===== src/rtl/exanet_crosb_pkg.sv =====
// Shared types for the crossbar output-VC state tracking.
// Contents: per-VC FSM state enum and the credit-count storage type.
package exanet_crosb_pkg;

  // Per-output-VC allocation state.
  typedef enum logic {
    VC_FREE = 1'b0,
    VC_BUSY = 1'b1
  } vc_state_e;

  // Credit counter storage; wide enough for any supported credit_max (<= 255).
  localparam int unsigned CREDIT_W = 8;
  typedef logic [CREDIT_W-1:0] credit_cnt_t;

endpackage : exanet_crosb_pkg


===== src/rtl/exa_crosb_vc_credit_cnt.sv =====
// One output VC: FREE/BUSY ownership FSM plus downstream credit counter.
// Ports:
//   clk, resetn       clock, synchronous active-low reset
//   req, req_owner    allocation request already decoded for this VC
//   flit, tail        flit departing on this VC, tail marker
//   credit            downstream credit returned for this VC
//   grant_c           combinational: request is granted this cycle
//   err_c             combinational: illegal departure or credit overflow this cycle
//   free              VC is in FREE state
//   credit_avail      credit count is nonzero
//   owner             input VC recorded at the last grant
module exa_crosb_vc_credit_cnt
  import exanet_crosb_pkg::*;
#(
  parameter int unsigned credit_max = 8,
  parameter int unsigned owner_w    = 2
) (
  input  logic               clk,
  input  logic               resetn,
  input  logic               req,
  input  logic [owner_w-1:0] req_owner,
  input  logic               flit,
  input  logic               tail,
  input  logic               credit,
  output logic               grant_c,
  output logic               err_c,
  output logic               free,
  output logic               credit_avail,
  output logic [owner_w-1:0] owner
);

  localparam credit_cnt_t CNT_MAX = credit_cnt_t'(credit_max);

  vc_state_e   state;
  credit_cnt_t cnt;
  logic        flit_ok;
  logic        flit_bad;
  logic        credit_ovf;

  // A grant needs a FREE VC with room downstream; a tail this cycle leaves the
  // VC BUSY until the edge, so a same-cycle request is denied naturally.
  assign grant_c    = req && (state == VC_FREE) && (cnt != '0);

  // Departures are only legal on an owned VC holding a credit; illegal ones
  // are flagged and otherwise ignored.
  assign flit_ok    = flit && (state == VC_BUSY) && (cnt != '0);
  assign flit_bad   = flit && !flit_ok;

  // A credit paired with a legal departure is net zero and cannot overflow.
  assign credit_ovf = credit && !flit_ok && (cnt == CNT_MAX);
  assign err_c      = flit_bad || credit_ovf;

  assign free         = (state == VC_FREE);
  assign credit_avail = (cnt != '0);

  // State, owner and credit count registers.
  always_ff @(posedge clk) begin
    if (!resetn) begin
      state <= VC_FREE;
      owner <= '0;
      cnt   <= CNT_MAX;
    end else begin
      if (grant_c) begin
        state <= VC_BUSY;
        owner <= req_owner;
      end else if (flit_ok && tail) begin
        state <= VC_FREE;
      end

      if (flit_ok && !credit) begin
        cnt <= cnt - credit_cnt_t'(1);
      end else if (credit && !flit_ok && (cnt != CNT_MAX)) begin
        cnt <= cnt + credit_cnt_t'(1);
      end
    end
  end

endmodule : exa_crosb_vc_credit_cnt


===== src/rtl/exa_crosb_output_vc_state.sv =====
// Output-VC allocation and credit state for one crossbar output port.
// Ports:
//   clk, resetn                              clock, synchronous active-low reset
//   i_req_valid/i_req_vc/i_req_owner         VC allocation request
//   o_gnt_valid/o_gnt_vc/o_gnt_owner         one-cycle registered grant
//   i_flit_valid/i_flit_vc/i_flit_tail       flit departure
//   i_credit_valid/i_credit_vc               downstream credit return
//   o_vc_free, o_credit_avail, o_owner       per-VC state views
//   o_err                                    sticky protocol error
module exa_crosb_output_vc_state
  import exanet_crosb_pkg::*;
#(
  parameter  int unsigned prio_num   = 2,
  parameter  int unsigned vc_num     = 2,
  parameter  int unsigned credit_max = 8,
  parameter  int unsigned logVcPrio  = $clog2(prio_num * vc_num),
  localparam int unsigned NVC        = prio_num * vc_num
) (
  input  logic                          clk,
  input  logic                          resetn,
  input  logic                          i_req_valid,
  input  logic [logVcPrio-1:0]          i_req_vc,
  input  logic [logVcPrio-1:0]          i_req_owner,
  output logic                          o_gnt_valid,
  output logic [logVcPrio-1:0]          o_gnt_vc,
  output logic [logVcPrio-1:0]          o_gnt_owner,
  input  logic                          i_flit_valid,
  input  logic [logVcPrio-1:0]          i_flit_vc,
  input  logic                          i_flit_tail,
  input  logic                          i_credit_valid,
  input  logic [logVcPrio-1:0]          i_credit_vc,
  output logic [NVC-1:0]                o_vc_free,
  output logic [NVC-1:0]                o_credit_avail,
  output logic [NVC-1:0][logVcPrio-1:0] o_owner,
  output logic                          o_err
);

  logic           req_oob_c;
  logic [NVC-1:0] grant_c;
  logic [NVC-1:0] err_c;

  // Out-of-range request detection only exists when the index field can
  // encode more values than there are VCs.
  if ((1 << logVcPrio) > NVC) begin : g_oob
    assign req_oob_c = i_req_valid && (32'(i_req_vc) >= NVC);
  end else begin : g_no_oob
    assign req_oob_c = 1'b0;
  end

  // Per-VC decode and state instance.
  for (genvar v = 0; v < NVC; v++) begin : g_vc
    logic req_hit;
    logic flit_hit;
    logic credit_hit;

    assign req_hit    = i_req_valid && !req_oob_c && (i_req_vc == logVcPrio'(v));
    assign flit_hit   = i_flit_valid && (i_flit_vc == logVcPrio'(v));
    assign credit_hit = i_credit_valid && (i_credit_vc == logVcPrio'(v));

    exa_crosb_vc_credit_cnt #(
      .credit_max (credit_max),
      .owner_w    (logVcPrio)
    ) u_vc (
      .clk          (clk),
      .resetn       (resetn),
      .req          (req_hit),
      .req_owner    (i_req_owner),
      .flit         (flit_hit),
      .tail         (i_flit_tail),
      .credit       (credit_hit),
      .grant_c      (grant_c[v]),
      .err_c        (err_c[v]),
      .free         (o_vc_free[v]),
      .credit_avail (o_credit_avail[v]),
      .owner        (o_owner[v])
    );
  end

  // Grant pulse and sticky error; at most one VC can grant per cycle.
  always_ff @(posedge clk) begin
    if (!resetn) begin
      o_gnt_valid <= 1'b0;
      o_gnt_vc    <= '0;
      o_gnt_owner <= '0;
      o_err       <= 1'b0;
    end else begin
      o_gnt_valid <= |grant_c;
      if (|grant_c) begin
        o_gnt_vc    <= i_req_vc;
        o_gnt_owner <= i_req_owner;
      end
      if (req_oob_c || (|err_c)) begin
        o_err <= 1'b1;
      end
    end
  end

endmodule : exa_crosb_output_vc_state


===== config.mk =====
export PLATFORM = sky130hd
export DESIGN_NAME = exa_crosb_output_vc_state
export DESIGN_NICKNAME = d
export VERILOG_FILES = /design/src/rtl/exanet_crosb_pkg.sv /design/src/rtl/exa_crosb_vc_credit_cnt.sv /design/src/rtl/exa_crosb_output_vc_state.sv
export SDC_FILE = /design/constraint.sdc
export NUM_CORES = 1
export LEC_CHECK = 0
export CELL_PAD_IN_SITES_DETAIL_PLACEMENT = 1
export CELL_PAD_IN_SITES_GLOBAL_PLACEMENT = 1
export CORE_MARGIN = 2
export CORE_UTILIZATION = 40
export DETAILED_ROUTE_END_ITERATION = 6
export PLACE_DENSITY = 0.72
export SETUP_SLACK_MARGIN = 0.4
export SYNTH_ARGS = -nofsm -noshare
export SYNTH_HDL_FRONTEND = slang
export SYNTH_SLANG_ARGS = --single-unit

===== constraint.sdc =====
create_clock -name clk -period 3.7 [get_ports clk]
set_input_delay 0.555 -clock clk [delete_from_list [all_inputs] [get_ports clk]]
set_output_delay 0.555 -clock clk [all_outputs]
set_load 0.03 [all_outputs]

==> results.yml, run 1 <==
outcome:
  run_status: "complete, no violations"
sta:
  relSlewSlack_pct: 36.07
  setup_violations: 0
  finalCriticalPeriod_ns: 3.093
  post-route-period-util_pct: 83.60
  drv_slew: 0
  rsz0062_at_grt: "false"
  worst_pin_slew_ns: 0.9589
  fmax_ghz: 0.3233
  timing.hold.ws_ns: 0.4701
  fin_skew_ns: 0.006393
  finalSetupTns_ns: 0
  hold_viol: 0
job:
  drv_cap: 0
grt:
  grt_pass1_wl_um: 15350
  first_global_vias: 3167
  grt_max_degree: 34
  antenna_found_initial: 0
  grt_usage_pct: 21.07
  gr-total-overflow: 0
route:
  vias: 3140
  wl_um: 9068
  remaining_drc_errors: 0
  vias_per_cell: 5.858
  postRouteAntennaNets: 0
  dr.pass1.iters: 4
  first_iter_violations: 90
  wl_per_cell_um: 16.92
synthesis:
  synth_area_per_cell_um2: 8.030
  synth-seq-area-share_pct: 30.26
  syn_inst: 412
  synth_cell_types: 66
  synthArstFlopShare_pct: 0
  synthesis.area_um2: 3308
  ys_ff_latch: 50
  mappedNetlistNets: 430
  synth_edf_count: 0
  synth_flop_cell: "dfxtp_1"
  yosysWarnings: 0
layout:
  final_util_pct: 46.70
  layout.nets: 448
  syn2layout_area_growth_pct: 14.83
  fill_cells: 1004
  layout_common_cells: "50 x dfxtp_1, 37 x nor2_1, 36 x nand2_1, 35 x clkdlybuf4s50_1"
  multiInputGateArea_um2: 2106
  final_common_cell: "dfxtp_1"
  final-seq-area_um2: 1001
  drive_gt1_share_pct: 8.817
  antenna_cells: 0
  stdcell_count: 536
die:
  die_y_um: 94.94
  rows: 33
  core_area_um2: 8134
  ios: 36
  die_w_um: 94.94
  start_util_pct: 40.67
  die-area_um2: 9014
pwr:
  power.density_nw_per_um2: 287.8
  irDropWorstVdd_v: 0.0001325
  leakagePower_uw: 0.001346
min_path:
  min_path_cells: 2
  hold_path.class: "reg -> reg"
critical_path:
  critPathCaptureType: "output port"
  critPathArrivalTime_ns: 2.54
  crit_type: "reg -> out"
  startpoint_type: "flip-flop"
  cp_max_fo: 8
  worst-r2r-cell-count: 9
  cp.required_ns: 3.14
clock_tree:
  clk_pin_slew_ns: 0.11
  clock_latency_ns: 0.31
  cts_tree: "built"
  cts.htree.levels: 2
  cts_buffer_depth: 2
  cts.sinks: 50
  cts_buffers: 5
  cts_root_buf: "clkbuf_8"
placed_design:
  dp.cells: 528
  place_congestion: 0.8573
  place_hpwl_um: 6640
  port_buffers: 35
[metrics by stage]
stage	total power, µW	setup WS, ns	cell area, µm²
floorplan	679.7	0.7216	3308
global placement	742.7	0.4204	3695
detailed placement	747.3	0.3071	3695
CTS	1112	0.4619	3792
global route	1148	0.4277	3799
finish	1093	0.6069	3799
[cell usage after synthesis, drive strengths merged (9+ instances only)]
master	instances	share of area [%]
mux2i	29	8.8
or3	16	3.2
clkbuf	21	2.4
or4	13	3.1
a21oi	29	4.4
buf	13	2.8
nor3	14	2.1
dfxtp	50	30
nand2	36	4.1
nor2	37	4.2
o21ai	17	2.6
nand2b	11	2.1
nand3	16	2.4
inv	9	1.0
[path summary, 6_finish.rpt]
kind | start | endpoint | slack (ns)
worst max-delay path | g_vc[2].u_vc.cnt[4] | o_credit_avail[2] | 0.61
worst min-delay path | o_gnt_vc[0] | o_gnt_vc[0] | 0.47
worst max register to register | g_vc[2].u_vc.cnt[4] | g_vc[2].u_vc.cnt[4] | 0.67
worst min register to register | o_gnt_vc[0] | o_gnt_vc[0] | 0.47
[power by group]
group / total, µW / internal [µW] / switching (µW)
clock network: 359 / 142 / 216
logic: 169 / 70.8 / 98.3
registers: 565 / 553 / 12.9
[area by class of cell]
| cell class | count | share of cell area, % |
|---|---|---|
| multi-input cells | 318 | 55.43 |
| repair buffers | 45 | 11.20 |
| well taps | 105 | 3.459 |
| clock inverters | 3 | 0.7576 |
| clock buffers | 5 | 1.812 |
| flip-flops and latches | 50 | 26.35 |
| inverters | 10 | 0.9881 |
[logic make-up after synthesis]
logic type	share of synthesized area, %
simple gates	33.17
compound gates	16.94
flops	30.26
buf+inv	6.278
mux	9.455
xor+xnor	2.383
fa+ha+maj	1.513
[routing by layer]
metal / wire, µm / vias up / track usage (%)
met5: 0 / - / 0
met4: 102 / 0 / 5.072
met3: 189 / 8 / 3.272
met2: 4655 / 25 / 37.71
met1: 4121 / 1548 / 26.38
li1: - / 1559 / -
[sequential cells by signal, indices dropped and copies added, names as in the netlist]
signal           count
o_gnt_owner          2
g_vc.u_vc.cnt       32
g_vc.u_vc.owner      8
o_err                1
o_gnt_vc             2
o_gnt_valid          1
g_vc.u_vc.state      4
[worst max-delay path: stages, from the launching register on]
cell	delay (ns)
dfxtp_1	0.40
or4_1	0.66
nor3_2	0.25
clkinv_1	0.13
buf_4	0.18
clkdlybuf4s50_1	0.60
[what timing repair did]
action,4_1_cts,5_1_grt
hold endpoints to repair,0,0
resized for setup,0,2
hold buffers,0,0
buffers inserted,0,0
setup endpoints to repair,0,2
Note: power is estimated with default switching activity, not from simulation.
==> run 2, diff against run 1 <==
--- a/config.mk
+++ b/config.mk
@@ -8,7 +8,7 @@
 export CELL_PAD_IN_SITES_DETAIL_PLACEMENT = 1
 export CELL_PAD_IN_SITES_GLOBAL_PLACEMENT = 1
 export CORE_MARGIN = 2
-export CORE_UTILIZATION = 40
+export CORE_UTILIZATION = 38
 export DETAILED_ROUTE_END_ITERATION = 6
 export PLACE_DENSITY = 0.72
 export SETUP_SLACK_MARGIN = 0.4
==> constraint.sdc (replaced) <==
create_clock -name clk -period 2.73 [get_ports clk]
set_input_delay 0.4095 -clock clk [delete_from_list [all_inputs] [get_ports clk]]
set_output_delay 0.4095 -clock clk [all_outputs]
set_load 0.03 [all_outputs]
==> run 2 against run 1 <==
Effect of this change: non-clock buffer count up 52; wire length rose by 12%; combinational power grew 57%; power increased by 37%; global-route usage is 0.28 points higher; critical path depth increased by 6.
==> results.yml, run 2 (synthesis gave the netlist of run 1 again) <==
outcome:
  run_status: "complete, no violations"
critical_path:
  cp_max_fo: 3
  path_cells: "or4_4 > nor3_4 > clkinv_2 > nand2_4 > xnor2_2 > ha_2 > buf_6 > nor2_4 > a31oi_2 > or4_1 > a21oi_2"
  critPathCaptureType: "flip-flop"
  cpPeakStageDelay_ns: 0.54
  cp.required_ns: 2.97
  crit_slowest_cell: "or4_1"
  crit_type: "reg -> reg"
  startpoint_type: "flip-flop"
  cpLargestDelayFamily: "simple AND/OR/NAND/NOR gates"
  critPathArrivalTime_ns: 2.81
  crit_buf_inv: 2
layout:
  reg.largest.list: "g_vc.u_vc.cnt (32), g_vc.u_vc.owner (8), g_vc.u_vc.state (4)"
  top_register: "g_vc.u_vc.cnt"
  largest_register_ffs: 32
  final-seq-area_um2: 1031
  fill_cells: 1037
  antenna_cells: 0
  drive_gt1_share_pct: 28.36
  finalInstanceArea_um2: 4392
  multiInputGateArea_um2: 2278
  final_common_cell: "buf_4"
  layout_common_cells: "58 x buf_4, 38 x dfxtp_1, 35 x nor2_1, 34 x nand2_1, 29 x mux2i_1"
  layout.nets: 500
  syn2layout_area_growth_pct: 32.75
pwr:
  sw_frac_of_total_pct: 30.13
  power_frac_clock_pct: 31.5
  switchingPower_uw: 451.7
  fin_total_pwr_uw: 1499
  internal-power_uw: 1047
  power.density_nw_per_um2: 341.4
  leakagePower_uw: 0.001644
  p_seq_share_pct: 50.7
  irDropWorstVdd_v: 0.0002542
  combPwrFrac_pct: 17.8
die:
  core_area_um2: 8593
  rows: 34
  die_y_um: 97.31
  ios: 36
  die_w_um: 97.31
  start_util_pct: 38.50
  die-area_um2: 9468
route:
  postRouteAntennaNets: 0
  dr.pass1.iters: 4
  vias_per_cell: 5.670
  first_iter_violations: 88
  vias: 3351
  remaining_drc_errors: 0
  wl_um: 10200
  wl_per_cell_um: 17.25
grt:
  antenna_found_initial: 0
  grt_max_degree: 21
  grt_usage_pct: 21.36
  grt_pass1_wl_um: 16990
  first_global_vias: 3546
  gr-total-overflow: 0
placed_design:
  place_hpwl_um: 7399
  placed_cell_area_um2: 4058
  place_congestion: 0.8398
  port_buffers: 35
clock_tree:
  cts.sinks: 50
  cts_root_buf: "clkbuf_8"
  cts_buffer_depth: 2
  clk_pin_slew_ns: 0.10
  cts.htree.levels: 2
  clock_latency_ns: 0.32
  cts_tree: "built"
  cts_buffers: 5
sta:
  rsz0062_at_grt: "true"
  drv_slew: 0
  finalCriticalPeriod_ns: 2.569
  hold_viol: 0
  fin_skew_ns: 0.01963
  post-route-period-util_pct: 94.10
  fmax_ghz: 0.3893
  setup_violations: 0
  relSlewSlack_pct: 64.81
  worst_pin_slew_ns: 0.5238
min_path:
  hold_path.class: "reg -> reg"
job:
  drv_cap: 0
==> run 2: stage by stage <==
step | TNS, ns | utilization, % | setup WS, ns | std cells | hold slack, ns
6_report | 0 | 51.11 | 0.1612 | 591 | 0.4616
5_1_grt | 0 | 51.11 | 0.06213 | 591 | 0.4984
4_1_cts | 0 | 49.78 | 0.2121 | 585 | 0.4705
3_5_place_dp | -0.6823 | 47.22 | -0.1585 | 566 | 0.4539
3_3_place_gp | -0.08988 | 47.22 | -0.04420 | 566 | 0.4477
2_1_floorplan | 0 | - | 0.1459 | 412 | 0.4455
==> run 2: area by class of cell <==
| class | count | share of cell area (%) |
|---|---|---|
| inverters | 10 | 0.8832 |
| well taps | 108 | 3.077 |
| clock inverters | 3 | 0.5698 |
| multi-input cells | 318 | 51.88 |
| repair buffers | 97 | 18.55 |
| clock buffers | 5 | 1.567 |
| flip-flops and latches | 50 | 23.48 |
==> run 2: layer usage <==
metal | vias to the layer above | wire (µm) | share of wire (%) | track usage (%)
li1 | 1658 | - | - | -
met1 | 1646 | 4756 | 47 | 27.11
met2 | 37 | 5138 | 50 | 39.21
met3 | 10 | 194 | 1.9 | 2.590
met4 | 0 | 108 | 1.1 | 3.846
met5 | - | 0 | 0 | 0
==> run 2: tightest hold or removal path, delay by kind of cell (launching register included) <==
family / cells / cell delay, ns
buffers and inverters: 1 / 0.05
DFF: 1 / 0.33
AOI/OAI and AO/OA: 1 / 0.05
==> run 2: final timing paths <==
path / startpoint / to / slack, ns / cells after the start
max: g_vc[2].u_vc.cnt[5] / g_vc[2].u_vc.cnt[6] / 0.16 / 11
min: o_gnt_vc[0] / o_gnt_vc[0] / 0.46 / 2
max reg2reg: g_vc[2].u_vc.cnt[5] / g_vc[2].u_vc.cnt[6] / 0.16 / 11
min reg2reg: o_gnt_vc[0] / o_gnt_vc[0] / 0.46 / 2
==> run 2: power by group through the flow <==
stage / Clock [µW] / Sequential [µW] / Combinational, µW
floorplan: 0 / 802 / 123
global placement: 0 / 781 / 253
detailed placement: 0 / 783 / 259
CTS: 487 / 764 / 260
global route: 523 / 764 / 287
finish: 473 / 760 / 266
==> run 2: what timing repair did <==
item	in CTS	in global routing
pin swaps	13	9
hold buffers	0	0
gates resized for setup	31	36
setup buffers	11	6
cloned	0	0
setup endpoints to repair	19	19
hold endpoints to repair	0	0
==> run 3, diff against run 2 <==
--- a/config.mk
+++ b/config.mk
@@ -8,9 +8,10 @@
 export CELL_PAD_IN_SITES_DETAIL_PLACEMENT = 1
 export CELL_PAD_IN_SITES_GLOBAL_PLACEMENT = 1
 export CORE_MARGIN = 2
-export CORE_UTILIZATION = 38
+export CORE_UTILIZATION = 40
+export CTS_BUF_LIST = sky130_fd_sc_hd__clkbuf_4 sky130_fd_sc_hd__clkbuf_8
 export DETAILED_ROUTE_END_ITERATION = 6
-export PLACE_DENSITY = 0.72
+export PLACE_DENSITY = 0.75
 export SETUP_SLACK_MARGIN = 0.4
 export SYNTH_ARGS = -nofsm -noshare
 export SYNTH_HDL_FRONTEND = slang
==> run 3 against run 2 <==
Effect of this change: sequential power is essentially flat; combinational power grew 2%; global-route usage grew 2.8 points; critical endpoint is now g_vc[3].u_vc.cnt[6]; critical path type unchanged; non-clock buffer count grew 7; cell count grew 1.2%; wire length grew 7.9%; setup slack lost 0.033 ns.
==> results.yml, run 3 (synthesis gave the netlist of run 1 again) <==
critical_path:
  critPathCaptureType: "flip-flop"
  cp.required_ns: 2.97
  cpPeakStageDelay_ns: 0.52
  crit_slowest_cell: "or4_4"
  cp_common_cell: "or4_4"
  path_cells: "or4_4 > o311ai_4 > xnor2_2 > ha_4 > nor2_4 > nand2_2 > or4_4 > a21oi_4 > mux2i_1"
  crit_type: "reg -> reg"
  critPathArrivalTime_ns: 2.84
  startpoint_type: "flip-flop"
  cp_max_fo: 6
sta:
  rsz0062_at_grt: "true"
  finalCriticalPeriod_ns: 2.602
  worst_pin_slew_ns: 0.5372
  fin_skew_ns: 0.009080
  fmax_ghz: 0.3844
  drv_slew: 0
  setup_violations: 0
  hold_viol: 0
  finalSetupTns_ns: 0
  relSlewSlack_pct: 63.91
  setup_slack_ns: 0.1283
  post-route-period-util_pct: 95.30
clock_tree:
  cts_root_buf: "clkbuf_8"
  cts_buffer_depth: 2
  cts.htree.levels: 2
  clk_pin_slew_ns: 0.11
  cts_hold_repair.buffers: 0
  cts_tree: "built"
  cts_buffers: 5
  clock_latency_ns: 0.32
  cts.sinks: 50
layout:
  final_common_cell: "buf_4"
  top_register: "g_vc.u_vc.cnt"
  reg.largest.list: "g_vc.u_vc.cnt (32), g_vc.u_vc.owner (8), g_vc.u_vc.state (4)"
  largest_register_ffs: 32
  drive_gt1_share_pct: 29.18
  layout_common_cells: "66 x buf_4, 36 x nor2_1, 35 x dfxtp_1, 34 x nand2_1, 28 x mux2i_1"
  layout.nets: 507
  finalInstanceArea_um2: 4459
  syn2layout_area_growth_pct: 34.80
  fill_cells: 980
grt:
  gr-total-overflow: 0
  grt_pass1_wl_um: 17160
  antenna_found_initial: 3
  grt_usage_pct: 24.15
  first_global_vias: 3439
  grt_max_degree: 20
route:
  wl_per_cell_um: 18.41
  remaining_drc_errors: 0
  postRouteAntennaNets: 0
  dr.pass1.iters: 4
  first_iter_violations: 112
  wl_um: 11010
  vias: 3413
  vias_per_cell: 5.707
die:
  die-area_um2: 9014
  core_area_um2: 8134
  ios: 36
  die_y_um: 94.94
  die_w_um: 94.94
  start_util_pct: 40.67
  rows: 33
placed_design:
  place_hpwl_um: 7485
  place_congestion: 0.8349
  port_buffers: 35
  place_ws_ns: -0.07895
  placed_cell_area_um2: 4054
pwr:
  leakagePower_uw: 0.001674
  power.density_nw_per_um2: 340.3
  irDropWorstVdd_v: 0.0002052
min_path:
  hold_path.class: "reg -> reg"
outcome:
  run_status: "complete, no violations"
job:
  drv_cap: 0
==> run 3: cell types whose count changed in the layout (fill, tap and decap cells not counted), sizes merged <==
cell	change
buf	+6
clkbuf	-2
clkdlybuf4s15	-1
clkinv	-1
clkinvlp	-1
diode	+3
dlygate4sd2	+4
inv	+2
==> run 3: cell type report <==
class | instances | area (µm²) | area share [%]
antenna | 3 | 7.507 | 0.1684
clock buffer | 5 | 68.82 | 1.543
clock inverter | 3 | 26.28 | 0.5892
inverter | 10 | 38.79 | 0.8698
multi-input combinational | 318 | 2290 | 51.35
sequential | 50 | 1030 | 23.09
tap | 105 | 131.4 | 2.946
timing repair buffer | 104 | 867.1 | 19.44
==> run 3: worst max-delay path, delay by kind of cell, from the launching register on <==
family | cells | cell delay (ns)
DFF | 1 | 0.38
adders and majority gates | 1 | 0.19
AOI/OAI and AO/OA | 2 | 0.49
and+or+nand+nor | 4 | 1.13
muxes | 1 | 0.21
xor gates and xnor gates | 1 | 0.14
==> run 3: through the flow <==
step                util [%]  total power, µW  hold WS [ns]  instances
global route           54.82             1593        0.4817        598
global placement       49.84             1032        0.4478        563
floorplan                  -            925.2        0.4455        412
CTS                    52.76             1523        0.4683        584
finish                 54.82             1518        0.4641        598
detailed placement     49.84             1040        0.4514        563
==> run 3: power by group <==
group          internal, µW  switching (µW)
combinational           120             152
clock                   191             292
sequential              745            17.1
total                  1060             461
==> run 3: what timing repair did <==
action,4_1_cts,5_1_grt
setup endpoints to repair,16,24
resized for setup,32,23
gates cloned,0,0
pin swaps,14,15
setup buffers,13,11
==> run 3: worst paths after layout <==
| path | to | slack [ns] | cells past startpoint | from |
|---|---|---|---|---|
| max | g_vc[3].u_vc.cnt[6] | 0.13 | 9 | g_vc[3].u_vc.cnt[6] |
| min | o_gnt_vc[1] | 0.46 | 2 | o_gnt_vc[1] |
| max reg2reg | g_vc[3].u_vc.cnt[6] | 0.13 | 9 | g_vc[3].u_vc.cnt[6] |
| min reg2reg | o_gnt_vc[1] | 0.46 | 2 | o_gnt_vc[1] |
==> run 3: metal layers <==
layer	track usage (%)	wire, µm	part of all wire [%]
met3	3.671	260	2.4
met2	42.91	5683	52
met5	0	0	0
met1	29.83	4887	44
met4	7.609	176	1.6
